`config.mk`:
```
export PLATFORM = sky130hd
export DESIGN_NAME = game_tick_scheduler
export DESIGN_NICKNAME = d
export VERILOG_FILES = /design/src/rtl/game_tick_scheduler.sv
export SDC_FILE = /design/constraint.sdc
export NUM_CORES = 1
export LEC_CHECK = 0
export ABC_AREA = 0
export CAP_MARGIN = 20
export CORE_ASPECT_RATIO = 1.1
export CORE_MARGIN = 4
export CORE_UTILIZATION = 40
export CTS_CLUSTER_DIAMETER = 150
export DETAILED_ROUTE_END_ITERATION = 6
export MAX_ROUTING_LAYER = met4
export PLACE_DENSITY = 0.64
export SLEW_MARGIN = 30
export SYNTH_ARGS = -nofsm -noshare
export SYNTH_HDL_FRONTEND = slang
export SYNTH_SLANG_ARGS = --single-unit
```
`constraint.sdc`:
```
create_clock -name clk -period 2.97 [get_ports clk]
set_input_delay 0.4455 -clock clk [delete_from_list [all_inputs] [get_ports clk]]
set_output_delay 0.4455 -clock clk [all_outputs]
set_load 0.03 [all_outputs]
```
`src/rtl/game_tick_scheduler.sv`:
```
// Multi-channel millisecond event scheduler with a free-running game-time counter.
// Each channel reloads from its period and pulses evt for one clk when its count expires.
module game_tick_scheduler #(
  parameter int unsigned NCH = 4,
  parameter int unsigned PW  = 12,
  parameter int unsigned CW  = 3
) (
  input  logic            clk,
  input  logic            rst_n,
  input  logic            tick_1ms,
  input  logic            run,
  input  logic            cfg_we,
  input  logic [CW-1:0]   cfg_ch,
  input  logic            cfg_en,
  input  logic [PW-1:0]   cfg_period,
  output logic [NCH-1:0]  evt,
  output logic [15:0]     game_ms,
  output logic [NCH-1:0]  active
);

  localparam int unsigned GW = 16;
  localparam int unsigned SW = CW + 1;

  logic [PW-1:0]  period_q [NCH];
  logic [PW-1:0]  period_d [NCH];
  logic [PW-1:0]  cnt_q    [NCH];
  logic [PW-1:0]  cnt_d    [NCH];
  logic [NCH-1:0] en_q, en_d;
  logic [NCH-1:0] evt_q, evt_d;
  logic [NCH-1:0] active_q, active_d;
  logic [GW-1:0]  game_ms_q, game_ms_d;
  logic           adv_c;
  logic           cfg_valid_c;

  // Next-state: a config write to a channel pre-empts that channel's tick.
  always_comb begin
    adv_c       = tick_1ms && run;
    cfg_valid_c = cfg_we && ({1'b0, cfg_ch} < SW'(NCH));
    game_ms_d   = adv_c ? game_ms_q + GW'(1) : game_ms_q;
    en_d        = en_q;
    evt_d       = '0;
    active_d    = '0;
    for (int i = 0; i < NCH; i++) begin
      period_d[i] = period_q[i];
      cnt_d[i]    = cnt_q[i];
      if (cfg_valid_c && (cfg_ch == CW'(i))) begin
        period_d[i] = cfg_period;
        cnt_d[i]    = cfg_period;
        en_d[i]     = cfg_en;
      end else if (adv_c && en_q[i] && (period_q[i] != '0)) begin
        if (cnt_q[i] == PW'(1)) begin
          evt_d[i] = 1'b1;
          cnt_d[i] = period_q[i];
        end else begin
          cnt_d[i] = cnt_q[i] - PW'(1);
        end
      end
      active_d[i] = en_d[i] && (period_d[i] != '0);
    end
  end

  always_ff @(posedge clk) begin
    if (!rst_n) begin
      for (int i = 0; i < NCH; i++) begin
        period_q[i] <= '0;
        cnt_q[i]    <= '0;
      end
      en_q      <= '0;
      evt_q     <= '0;
      active_q  <= '0;
      game_ms_q <= '0;
    end else begin
      for (int i = 0; i < NCH; i++) begin
        period_q[i] <= period_d[i];
        cnt_q[i]    <= cnt_d[i];
      end
      en_q      <= en_d;
      evt_q     <= evt_d;
      active_q  <= active_d;
      game_ms_q <= game_ms_d;
    end
  end

  assign evt     = evt_q;
  assign game_ms = game_ms_q;
  assign active  = active_q;

endmodule

```
==> results.md <==
* Run status: complete, no violations
* DR pass1 iterations at 7
* Distinct cell type count of the synthesized netlist at 72
* Antenna fix cells at 0
* Cell type with the largest total area after synthesis: sky130_fd_sc_hd__dfxtp_1
* X dimension of the die at 129 microns
* Detailed placer's ending HPWL at between 10 and 15 mm
* Combinational power share at approximately 9.9%
* Floorplan row count at 48
* Total of fill cells in the finished design at between 1,500 and 2,000
* Count of state elements after synthesis at about 120
* Std-Cell Core Area at ~16,000 sq um
* Number of hold buffers added after cts at 0
* Die ar. at approximately 18,000 sq um
* Maximum number of pins on one net before global-route repair at between 40 and 50
* Gp weighted congestion at 0.912
* Final worst setup slack at between 0.5 and 0.6 ns
* Vias at between 6,000 and 7,000
* Number of synthesized flops with an enable pin at 0
* Synthesized instance count at 830
* Number of nets with antenna violations after detailed routing at 0
* Number of H-tree levels at 4
* Switch share at about 25%
* Routed wire length per instance at approximately 17 microns
* Most frequent cell after synthesis: sky130_fd_sc_hd__nand2_1
* Average vias per placed instance at about 5.9
* Antenna violations before repair at 0
* Seq/Total Area, Yosys at between 30% and 40%
* Switching pwr at ~0.0011 W
* Slew at the pin closest to its max-slew limit at a little under 0.7 ns
* Max-cap violation count at 0
* Count of pins over their slew limit at 0
* Post-detailed-route DRC marker count at 0
* Area of all placed cells without fillers at a little under 8000 sq um
* Critical path type: reg2reg
* Yosys warning count at 0
* Relative slew margins at 53.7%
* Mean area per synthesized cell at between 7 and 8 sq um
* Register clock-pin slew on the reported worst setup and hold paths at 0.05 ns
* Starting DRC count in detailed routing at ~510
* Total Neg Setup Slack at 0 ns
* Power Dens Cells at 562 nW/um^2
* Buffers inserted during post-CTS setup optimization at 0
* Post-Route WL at roughly 19 mm
* Final setup violation count at 0
* Via count of the first global-routing pass at roughly 6,000
* Hold Slack at between 0.4 and 0.5 ns
* Primary flip-flop cell chosen by synthesis mapping: sky130_fd_sc_hd__dfxtp_1
* Unrepaired setup endpoints after global routing: false
* Initial cell density of the core at 40.8%
* Die H at about 140 microns
* Count of clock tree sinks at roughly 120
* Ports placed on the boundary at 45
* Period Utilization, post-route at 80.9%
* Type of the most critical hold path: reg2reg
* Clock tree from TritonCTS: yes
* IR Drop Worst-Case VDD at roughly 0.34 mV
* CP startpoint kind: flop
* CTS-repair resized insts at 0
* Max Fclk at about 420 MHz
* Syn Std Cell Area at ~6400 sq um
* Worst-skew pair later-pin latency at between 0.4 and 0.5 ns
* Share of total power in sequential cells at 39.8%
* Most used standard cells in the synthesized netlist: sky130_fd_sc_hd__nand2_1 (148), sky130_fd_sc_hd__dfxtp_1 (124), sky130_fd_sc_hd__a21oi_1 (113)
* Category of the worst setup path capture point: flop
* Share of layout cells above drive strength 1 at under 10%
* Synthesized Nets at 860
* Root Buffer Master: sky130_fd_sc_hd__clkbuf_16
* Area taken by multi-input logic gates at about 3600 sq um
* Internal Dissipation at between 0.003 and 0.004 W
* Gr ovfl total at 0
* Standby leakage power at approximately 2.8 nW
* Area share of the largest cell type after synthesis at between 30% and 40%
* Buffers added on ports at between 40 and 50
* Critical path required time at 3.28 ns
* Signed area change from the synthesized netlist to the final layout at 21.8%
* FF/Latch Area at about 2500 sq um
* Final Hold Violating Endpoints at 0
* Ranking of synthesized cells by area: sky130_fd_sc_hd__dfxtp_1 (39%), sky130_fd_sc_hd__a21oi_1 (8.8%), sky130_fd_sc_hd__nand2_1 (8.7%), sky130_fd_sc_hd__o21ai_0 (3.5%), sky130_fd_sc_hd__nor2_1 (2.7%)
* Time the worst path needs with I/O delays and setup at around 2.4 ns
* Total routing usage reported by global routing at 21.8%
* Maximum fanout along the worst path at 13
* Fraction of power consumed by the clock network at 50.3%
* Data arrival at the endpoint of the critical path at between 2 and 3 ns
* Async set-or-reset flop fraction in the synthesized netlist at 0%
* Total clock buffers created by CTS at 17
* Total cell area at the placement stage at ~7200 sq um
* Global-route wire length before repair at slightly above 30 mm
* Worst-case clock skew at roughly 0.0063 ns
* Pre-CTS setup slack at between 0.3 and 0.4 ns
* Maximum number of buffers from clock root to sink at 2
* Final-stage net count at approximately 900
-- state kept, by name, summed over array words and instances, names as in the netlist --
signal,count
period_q,48
active,4
evt,4
game_ms,16
en_q,4
cnt_q,48
-- routing by layer --
metal  vias to the layer above  share of wire (%)  global-route usage, %
met3                        39                5.7                   4.24
li1                       3111                  -                      -
met2                       212                 47                   34.1
met5                         -                  0                      -
met4                         0                2.1                   7.68
met1                      3025                 45                   28.3
-- logic make-up after synthesis --
kind of cell             count (synthesis)  synth area share, %
AND/OR/NAND/NOR                        325                 24.7
AO/OA/AOI/OAI                          273                 26.3
flip-flops                             124                 38.8
buffers and inverters                   75                 5.03
XOR/XNOR                                18                 2.46
adder cells (fa/ha/maj)                  9                 1.76
multiplexers                             6                0.978
-- stage by stage --
step	utilization [%]	power (W)	instances
2_1_floorplan	-	0.00204	830
3_3_place_gp	45.7	0.00220	1055
3_5_place_dp	45.8	0.00220	1055
4_1_cts	49.7	0.00439	1087
5_1_grt	49.7	0.00454	1087
6_report	49.7	0.00438	1087
-- worst max-delay path: stages (launching register included) --
cell,delay [ns]
sky130_fd_sc_hd__dfxtp_1,0.32
sky130_fd_sc_hd__or4_1,0.63
sky130_fd_sc_hd__o31ai_4,0.68
sky130_fd_sc_hd__nor3_1,0.19
sky130_fd_sc_hd__a211o_1,0.30
sky130_fd_sc_hd__and3_1,0.18
-- layout by cell type, fill, tap and decap left out, types with 14 or more instances in the layout --
cell | netlist | final
sky130_fd_sc_hd__a31oi_1 | 16 | 16
sky130_fd_sc_hd__a21oi_1 | 113 | 113
sky130_fd_sc_hd__nand2_1 | 148 | 148
sky130_fd_sc_hd__nor2_1 | 46 | 46
sky130_fd_sc_hd__nor4_1 | 22 | 22
sky130_fd_sc_hd__nor3_1 | 17 | 17
sky130_fd_sc_hd__nand3_1 | 21 | 21
sky130_fd_sc_hd__o21ai_0 | 45 | 45
sky130_fd_sc_hd__o22ai_1 | 14 | 14
sky130_fd_sc_hd__clkbuf_16 | 0 | 17
sky130_fd_sc_hd__dfxtp_1 | 124 | 124
sky130_fd_sc_hd__clkdlybuf4s50_1 | 0 | 44
sky130_fd_sc_hd__inv_1 | 23 | 22
sky130_fd_sc_hd__buf_4 | 1 | 31
-- power groups by stage --
| stage | sequential [W] | clock [W] | combinational [W] |
|---|---|---|---|
| after detailed placement | 0.00178 | 0 | 0.000427 |
| after global routing | 0.00175 | 0.00231 | 0.000477 |
| after CTS | 0.00174 | 0.00222 | 0.000430 |
| final | 0.00174 | 0.00220 | 0.000435 |
| after floorplan | 0.00177 | 0 | 0.000270 |
| after global placement | 0.00178 | 0 | 0.000426 |
-- area by class of cell --
cell class                 instances  area share [%]
clock buffer                      20            5.73
clock inverter                    12            2.18
inverter                          23            1.11
multi-input combinational        631            46.8
sequential                       124            31.8
tap                              200            3.21
timing repair buffer              77            9.15
-- worst paths after layout --
kind | to | start | depth (start not counted) | slack, ns
worst min-delay path | period_q[0][1]$_SDFF_PN0_ | period_q[0][1]$_SDFF_PN0_ | 2 | 0.47
worst max-delay path | cnt_q[3][11]$_SDFFE_PN0P_ | period_q[3][10]$_SDFF_PN0_ | 5 | 0.57
worst min register to register | period_q[0][1]$_SDFF_PN0_ | period_q[0][1]$_SDFF_PN0_ | 2 | 0.47
worst max register to register | cnt_q[3][11]$_SDFFE_PN0P_ | period_q[3][10]$_SDFF_PN0_ | 5 | 0.57
Note: power is estimated with default switching activity, not from simulation.
